[config.mk]
export PLATFORM = sky130hd
export DESIGN_NAME = backprop_seq_flat
export DESIGN_NICKNAME = d
export VERILOG_FILES = /design/src/rtl/backprop_seq_if.sv /design/src/rtl/backprop_seq.sv /design/src/flat_wrapper.sv
export SDC_FILE = /design/constraint.sdc
export NUM_CORES = 1
export LEC_CHECK = 0
export ABC_AREA = 1
export BUFFER_PORTS_ARGS = -buffer_cell sky130_fd_sc_hd__buf_2
export CORE_ASPECT_RATIO = 0.6
export CORE_UTILIZATION = 38
export CTS_BUF_LIST = sky130_fd_sc_hd__clkbuf_4 sky130_fd_sc_hd__clkbuf_8
export DETAILED_ROUTE_END_ITERATION = 8
export PLACE_DENSITY = 0.76
export SYNTH_ARGS = -nofsm -noshare
export SYNTH_HDL_FRONTEND = slang
export SYNTH_SLANG_ARGS = --single-unit
export TNS_END_PERCENT = 5
[constraint.sdc]
create_clock -name clk -period 4.3 [get_ports clk]
set_clock_uncertainty 0.05 [all_clocks]
set_input_delay 0.215 -clock clk [delete_from_list [all_inputs] [get_ports clk]]
set_output_delay 0.215 -clock clk [all_outputs]
set_load 0.02 [all_outputs]
[src/rtl/backprop_seq_if.sv]
`default_nettype none
// ============================================================================
// Module      : backprop_seq_if
// Description : Bundles the sequencer's sample-memory handshake, datapath
//               controls/bus and parameter-memory write port.
//               master : sequencer side (drives requests and strobes)
//               slave  : memory/datapath side (drives smp_ack, bus_in)
// Ports       : smp_req/smp_addr/smp_ack  - sample fetch handshake
//               dp_rst/dp_we/dp_dtb/bus_in - backprop datapath control/bus
//               pm_we/pm_addr/pm_wdata     - parameter memory write port
// Revision    : 1.0 - initial release
// ============================================================================
interface backprop_seq_if #(
   parameter int N   = 32,
   parameter int NW  = 17,
   parameter int SAW = 4
);
   localparam int AW = $clog2(NW);

   logic             smp_req;
   logic [SAW-1:0]   smp_addr;
   logic             smp_ack;

   logic             dp_rst;
   logic [NW-1:0]    dp_we;
   logic             dp_dtb;
   logic [2*N-1:0]   bus_in;

   logic             pm_we;
   logic [AW-1:0]    pm_addr;
   logic [N-1:0]     pm_wdata;

   modport master (
      output smp_req, smp_addr, dp_rst, dp_we, dp_dtb, pm_we, pm_addr, pm_wdata,
      input  smp_ack, bus_in
   );

   modport slave (
      input  smp_req, smp_addr, dp_rst, dp_we, dp_dtb, pm_we, pm_addr, pm_wdata,
      output smp_ack, bus_in
   );
endinterface
`default_nettype wire

[src/rtl/backprop_seq.sv]
`default_nettype none
// ============================================================================
// Module      : backprop_seq
// Description : Sequencer for the batch back-propagation datapath. Runs
//               `epochs` epochs of `batch` samples: fetch sample, wait for
//               the forward pass to settle, pulse accumulation, and at batch
//               end walk the one-hot write-back into parameter memory.
// Ports       : clk, rst (async, active-low)
//               start/epochs/batch        - job request and operands
//               busy/done/epoch_cnt       - job status
//               bus_if (master)           - sample, datapath, param memory
// Revision    : 1.0 - initial release
// ============================================================================
module backprop_seq #(
   parameter int N       = 32,
   parameter int NW      = 17,
   parameter int SAW     = 4,
   parameter int FWD_LAT = 2,
   parameter int EW      = 16
) (
   input  logic            clk,
   input  logic            rst,
   input  logic            start,
   input  logic [EW-1:0]   epochs,
   input  logic [SAW:0]    batch,
   output logic            busy,
   output logic            done,
   output logic [EW-1:0]   epoch_cnt,
   backprop_seq_if.master  bus_if
);

   localparam int AW  = $clog2(NW);
   localparam int SCW = (FWD_LAT > 0) ? $clog2(FWD_LAT + 1) : 1;
   localparam logic [NW-1:0] WE_MSB = {1'b1, {(NW-1){1'b0}}};

   typedef enum logic [2:0] {
      S_IDLE, S_CLEAR, S_FETCH, S_SETTLE, S_ACCUM, S_WRITE, S_NEXT, S_DONE
   } state_t;

   state_t           state_q,     state_d;
   logic [SAW-1:0]   idx_q,       idx_d;
   logic [AW-1:0]    k_q,         k_d;
   logic [SCW-1:0]   settle_q,    settle_d;
   logic [EW-1:0]    epoch_cnt_q, epoch_cnt_d;
   logic [EW-1:0]    epochs_q,    epochs_d;
   logic [SAW:0]     batch_q,     batch_d;

   // Registered outputs, decoded from the next-state values
   logic             busy_q,     busy_d;
   logic             done_q,     done_d;
   logic             smp_req_q,  smp_req_d;
   logic [SAW-1:0]   smp_addr_q, smp_addr_d;
   logic             dp_rst_q,   dp_rst_d;
   logic [NW-1:0]    dp_we_q,    dp_we_d;
   logic             dp_dtb_q,   dp_dtb_d;
   logic             pm_we_q,    pm_we_d;
   logic [AW-1:0]    pm_addr_q,  pm_addr_d;

   // Only the low word of the datapath bus carries parameter data
   logic             unused_bus_hi;
   assign unused_bus_hi = ^bus_if.bus_in[2*N-1:N];

   always_comb begin
      state_d     = state_q;
      idx_d       = idx_q;
      k_d         = k_q;
      settle_d    = settle_q;
      epoch_cnt_d = epoch_cnt_q;
      epochs_d    = epochs_q;
      batch_d     = batch_q;

      case (state_q)
         S_IDLE: begin
            if (start) begin
               epoch_cnt_d = '0;
               if (epochs != '0 && batch != '0) begin
                  epochs_d = epochs;
                  batch_d  = batch;
                  state_d  = S_CLEAR;
               end else begin
                  // Empty job: report completion without touching memories
                  state_d = S_DONE;
               end
            end
         end
         S_CLEAR: begin
            idx_d   = '0;
            state_d = S_FETCH;
         end
         S_FETCH: begin
            if (bus_if.smp_ack) begin
               if (FWD_LAT == 0) begin
                  state_d = S_ACCUM;
               end else begin
                  settle_d = SCW'(FWD_LAT);
                  state_d  = S_SETTLE;
               end
            end
         end
         S_SETTLE: begin
            settle_d = settle_q - 1'b1;
            if (settle_q == SCW'(1)) begin
               state_d = S_ACCUM;
            end
         end
         S_ACCUM: begin
            if ({1'b0, idx_q} == batch_q - 1'b1) begin
               k_d     = '0;
               state_d = S_WRITE;
            end else begin
               idx_d   = idx_q + 1'b1;
               state_d = S_FETCH;
            end
         end
         S_WRITE: begin
            if (k_q == AW'(NW - 1)) begin
               state_d = S_NEXT;
            end else begin
               k_d = k_q + 1'b1;
            end
         end
         S_NEXT: begin
            epoch_cnt_d = epoch_cnt_q + 1'b1;
            state_d     = (epoch_cnt_d == epochs_q) ? S_DONE : S_CLEAR;
         end
         S_DONE: begin
            state_d = S_IDLE;
         end
         default: begin
            state_d = S_IDLE;
         end
      endcase

      busy_d     = (state_d != S_IDLE);
      done_d     = (state_d == S_DONE);
      dp_rst_d   = (state_d == S_IDLE) || (state_d == S_CLEAR);
      smp_req_d  = (state_d == S_FETCH);
      smp_addr_d = (state_d == S_FETCH) ? idx_d : '0;
      dp_dtb_d   = (state_d == S_WRITE);
      pm_we_d    = (state_d == S_WRITE);
      pm_addr_d  = (state_d == S_WRITE) ? k_d : '0;
      // All-ones only in ACCUM (dtb=0); a single bit in WRITE, so the bus
      // never has more than one driver.
      if (state_d == S_ACCUM) begin
         dp_we_d = '1;
      end else if (state_d == S_WRITE) begin
         dp_we_d = WE_MSB >> k_d;
      end else begin
         dp_we_d = '0;
      end
   end

   always_ff @(posedge clk or negedge rst) begin
      if (!rst) begin
         state_q     <= S_IDLE;
         idx_q       <= '0;
         k_q         <= '0;
         settle_q    <= '0;
         epoch_cnt_q <= '0;
         epochs_q    <= '0;
         batch_q     <= '0;
         busy_q      <= 1'b0;
         done_q      <= 1'b0;
         smp_req_q   <= 1'b0;
         smp_addr_q  <= '0;
         dp_rst_q    <= 1'b1;
         dp_we_q     <= '0;
         dp_dtb_q    <= 1'b0;
         pm_we_q     <= 1'b0;
         pm_addr_q   <= '0;
      end else begin
         state_q     <= state_d;
         idx_q       <= idx_d;
         k_q         <= k_d;
         settle_q    <= settle_d;
         epoch_cnt_q <= epoch_cnt_d;
         epochs_q    <= epochs_d;
         batch_q     <= batch_d;
         busy_q      <= busy_d;
         done_q      <= done_d;
         smp_req_q   <= smp_req_d;
         smp_addr_q  <= smp_addr_d;
         dp_rst_q    <= dp_rst_d;
         dp_we_q     <= dp_we_d;
         dp_dtb_q    <= dp_dtb_d;
         pm_we_q     <= pm_we_d;
         pm_addr_q   <= pm_addr_d;
      end
   end

   assign busy             = busy_q;
   assign done             = done_q;
   assign epoch_cnt        = epoch_cnt_q;
   assign bus_if.smp_req   = smp_req_q;
   assign bus_if.smp_addr  = smp_addr_q;
   assign bus_if.dp_rst    = dp_rst_q;
   assign bus_if.dp_we     = dp_we_q;
   assign bus_if.dp_dtb    = dp_dtb_q;
   assign bus_if.pm_we     = pm_we_q;
   assign bus_if.pm_addr   = pm_addr_q;
   // Write data passes straight through, gated so it reads zero (and dies
   // with the strobe on reset) outside a write cycle.
   assign bus_if.pm_wdata  = pm_we_q ? bus_if.bus_in[N-1:0] : '0;

endmodule
`default_nettype wire

[src/flat_wrapper.sv]
// flat-port wrapper written by rule: the top's interface ports become plain ports
module backprop_seq_flat 
#(
   parameter int N       = 32,
   parameter int NW      = 17,
   parameter int SAW     = 4,
   parameter int FWD_LAT = 2,
   parameter int EW      = 16
)
  (clk, rst, start, epochs, batch, busy, done, epoch_cnt, bus_if_smp_req, bus_if_smp_addr, bus_if_dp_rst, bus_if_dp_we, bus_if_dp_dtb, bus_if_pm_we, bus_if_pm_addr, bus_if_pm_wdata, bus_if_smp_ack, bus_if_bus_in);
  backprop_seq_if #(.N(N), .NW(NW), .SAW(SAW)) bus_if_i ();
  input  logic clk;
  input  logic rst;
  input  logic start;
  input  logic [EW-1:0] epochs;
  input  logic [SAW:0] batch;
  output logic busy;
  output logic done;
  output logic [EW-1:0] epoch_cnt;
  output wire logic [$bits(bus_if_i.smp_req)-1:0] bus_if_smp_req;
  output wire logic [$bits(bus_if_i.smp_addr)-1:0] bus_if_smp_addr;
  output wire logic [$bits(bus_if_i.dp_rst)-1:0] bus_if_dp_rst;
  output wire logic [$bits(bus_if_i.dp_we)-1:0] bus_if_dp_we;
  output wire logic [$bits(bus_if_i.dp_dtb)-1:0] bus_if_dp_dtb;
  output wire logic [$bits(bus_if_i.pm_we)-1:0] bus_if_pm_we;
  output wire logic [$bits(bus_if_i.pm_addr)-1:0] bus_if_pm_addr;
  output wire logic [$bits(bus_if_i.pm_wdata)-1:0] bus_if_pm_wdata;
  input wire logic [$bits(bus_if_i.smp_ack)-1:0] bus_if_smp_ack;
  input wire logic [$bits(bus_if_i.bus_in)-1:0] bus_if_bus_in;
  assign bus_if_smp_req = bus_if_i.smp_req;
  assign bus_if_smp_addr = bus_if_i.smp_addr;
  assign bus_if_dp_rst = bus_if_i.dp_rst;
  assign bus_if_dp_we = bus_if_i.dp_we;
  assign bus_if_dp_dtb = bus_if_i.dp_dtb;
  assign bus_if_pm_we = bus_if_i.pm_we;
  assign bus_if_pm_addr = bus_if_i.pm_addr;
  assign bus_if_pm_wdata = bus_if_i.pm_wdata;
  assign bus_if_i.smp_ack = bus_if_smp_ack;
  assign bus_if_i.bus_in = bus_if_bus_in;
  backprop_seq #(.N(N), .NW(NW), .SAW(SAW), .FWD_LAT(FWD_LAT), .EW(EW)) u_core (.clk(clk), .rst(rst), .start(start), .epochs(epochs), .batch(batch), .busy(busy), .done(done), .epoch_cnt(epoch_cnt), .bus_if(bus_if_i));
endmodule
==> metrics.cfg <==
[floorplan]
die_h_um = 86.7
die_x_um = 143
start_util = 0.397
dieArea_mm2 = 0.0124
fp.coreArea_mm2 = 0.0114
rows = 30
ios = 169

[yosys]
ys.flop_type = dfrtp_1
yosysWarningCount = 0
ys_seq_area_frac = 0.452
async_flop_share = 1.00
ys_ff_latch = 82
synth_commonest_cells = nand2_1, inv_1, dfrtp_1
synth-edff-count = 0
yosysTopAreaCell = dfrtp_1
yosysMostFrequentCell = nand2_1
synth_area_per_cell_um2 = 7.44
netlist-cell-type-count = 36
syn_inst = 610
synth_area_mm2 = 0.00454
synth.top_cell.area_share = 0.447
synth_area_leaders = dfrtp_1, nand2_1, inv_1
syn_nets = 705

[clock_network]
postCtsSetupBuffers = 0
cts.sinks = 82
ctsHoldBuffers = 0
cts_tree = built
numCtsBuffers = 9
clk_root_buffer_cell = clkbuf_8
insertion_delay_ns = 0.37
path_clk_slew_ns = 0.08
h-tree-depth = 3
clockBufferDepth = 2
ctsResizeCount = 0

[final_layout]
fin_area_mm2 = 0.00558
antenna_cells = 0
nets = 842
syn_to_final_growth_pct = 23.0
drive_above_1_share = 0.256
final_cells = 911

[grt]
grt_pass1_wl_um = 18400
grt_max_degree = 83
antenna_found_initial = 0
grt_pass1_vias = 3694
overflow = 0
grt_usage = 0.193

[pwr]
p_comb_frac = 0.387
p_int_w = 0.00162
ir_drop_mv = 0.190
power_frac_clock = 0.211
p_seq_frac = 0.402
swShare = 0.402
leakage_nw = 3.30
power.density_mw_per_mm2 = 486
p_sw_w = 0.00109

[timing]
finalSetupTns_ns = 0
fin_ws_ns = 1.91
period_share = 0.557
slew_headroom = 0.313
hold_viol = 37
tightest_slew_ns = 1.03
rsz0062_at_grt = no
timing.final.max_slew_violations = 0
fin_crit_ns = 2.39
clock.fmax_mhz = 418
holdWs_ns = -0.0176
setup_violations = 0

[placement]
dp_hpwl_um = 8660
place_area_mm2 = 0.00539
port_buffers = 136
place_ws_ns = 1.96
numPlacedInstances = 896
place.gp.congestion = 0.853

[routing]
firstDrtPassIters = 5
routed_wl_um = 11400
avgRoutedWirePerCell_um = 12.5
ant_nets = 0
drt_iter0_markers = 267
vias = 4231
via_per_inst = 4.64
drc = 0

[critical_path]
cp.arrival_ns = 2.61
worst_path_dominant_cell_family = buffers and inverters
crit_path_top_delay_cell = nand2_1
end_kind = register
path_class = reg -> reg
start_kind = register
cpMostUsedCell = inv_1
slowest_delay_ns = 0.44
worst_ep_required_time_ns = 4.52
path_max_fanout = 16
critical_path_buf_inv_count = 5
cp_cell_sequence = inv_1, nor3_2, buf_4, inv_1, nand2_1, inv_1, nand4_1, inv_1, nand2_4, nor3_2

[run_status]
run_status = finished with violations
failed_checks = hold timing

[hold_path]
hold_path_class = in -> async

[job]
max-cap-violations = 0

==> layout make-up <==
type | count | area, µm²
inverters | 108 | 405
well taps | 160 | 200
clock buffers | 12 | 153
flip-flops and latches | 82 | 2050
clock inverters | 3 | 40.0
fillers | 1119 | 5870
repair buffers | 138 | 698
multi-input cells | 408 | 2030
==> final timing paths <==
kind | startpoint | endpoint | slack (ns) | cells after the start
worst min register to register | u_core.settle_q[0]$_DFFE_PN0P_ | u_core.settle_q[0]$_DFFE_PN0P_ | 0.45 | 1
min in group clk | epochs[5] | u_core.epochs_q[5]$_DFFE_PN0P_ | 0.02 | 3
max in group asynchronous | rst | u_core.bus_if.pm_addr[0]$_DFF_PN0_ | 3.55 | 1
worst max-delay path | u_core.state_q[2]$_DFF_PN0_ | u_core.bus_if.smp_addr[0]$_DFF_PN0_ | 1.91 | 10
worst min-delay path | rst | u_core.epochs_q[8]$_DFFE_PN0P_ | -0.02 | 1
worst max register to register | u_core.state_q[2]$_DFF_PN0_ | u_core.bus_if.smp_addr[0]$_DFF_PN0_ | 1.91 | 10
==> state kept, by name, indices dropped and copies added (netlist names) <==
name and count:
u_core.batch_q 5, u_core.bus_if.dp_dtb 1, u_core.bus_if.dp_rst 1, u_core.bus_if.dp_we 17, u_core.bus_if.pm_addr 5, u_core.bus_if.smp_addr 4
u_core.bus_if.smp_req 1, u_core.busy 1, u_core.done 1, u_core.epoch_cnt 16, u_core.epochs_q 16, u_core.idx_q 4
u_core.k_q 5, u_core.settle_q 2, u_core.state_q 3
==> per-stage QoR <==
stage / utilization / total power, W
after floorplan: - / 0.00185
final: 0.488 / 0.00271
after CTS: 0.488 / 0.00273
after global routing: 0.488 / 0.00293
after global placement: 0.471 / 0.00213
after detailed placement: 0.471 / 0.00215
==> power by group through the flow <==
stage / sequential (W) / combinational, W / clock [W]
2_1_floorplan: 0.00115 / 0.000695 / 0
3_3_place_gp: 0.00110 / 0.00103 / 0
3_5_place_dp: 0.00110 / 0.00105 / 0
4_1_cts: 0.00109 / 0.00106 / 0.000584
5_1_grt: 0.00111 / 0.00120 / 0.000620
6_report: 0.00109 / 0.00105 / 0.000572
==> layout by cell type, fill, tap and decap left out, drive strengths merged, types with 2 or more instances in the layout <==
| cell type | n |
|---|---|
| xnor2 | 3 |
| nor4 | 4 |
| inv | 108 |
| nand4 | 11 |
| a21oi | 4 |
| nor2 | 57 |
| ha | 6 |
| clkbuf | 12 |
| nor3 | 8 |
| buf | 138 |
| clkinv | 2 |
| o21ai | 40 |
| xor2 | 6 |
| o31ai | 2 |
| nand3 | 64 |
| dfrtp | 81 |
| o22ai | 6 |
| nand2 | 189 |
| mux2 | 3 |
==> kinds of logic (layout without fill, tap and decap cells) <==
logic type / Yosys count / in the layout / synth area share
flops: 82 / 82 / 0.452
fa+ha+maj: 6 / 6 / 0.0165
mux: 3 / 3 / 0.00744
simple gates: 337 / 337 / 0.338
buf+inv: 120 / 261 / 0.101
xor+xnor: 10 / 10 / 0.0223
compound gates: 52 / 52 / 0.0626
==> routing by layer <==
| layer | up-vias | global-route usage | wire length, µm |
|---|---|---|---|
| met5 | - | 0 | 0 |
| met4 | 0 | 0.0411 | 78 |
| met3 | 10 | 0.0530 | 739 |
| met2 | 133 | 0.258 | 4480 |
| met1 | 1910 | 0.302 | 6100 |
| li1 | 2178 | - | - |
==> worst reg2reg max path: stages (launching register included) <==
cell     delay (ns)
dfrtp_1        0.42
inv_1          0.14
nor3_2         0.05
buf_4          0.19
inv_1          0.23
nand2_1        0.44
inv_1          0.21
nand4_1        0.19
inv_1          0.15
nand2_4        0.09
nor3_2         0.13
(Power assumes the default switching activity.)
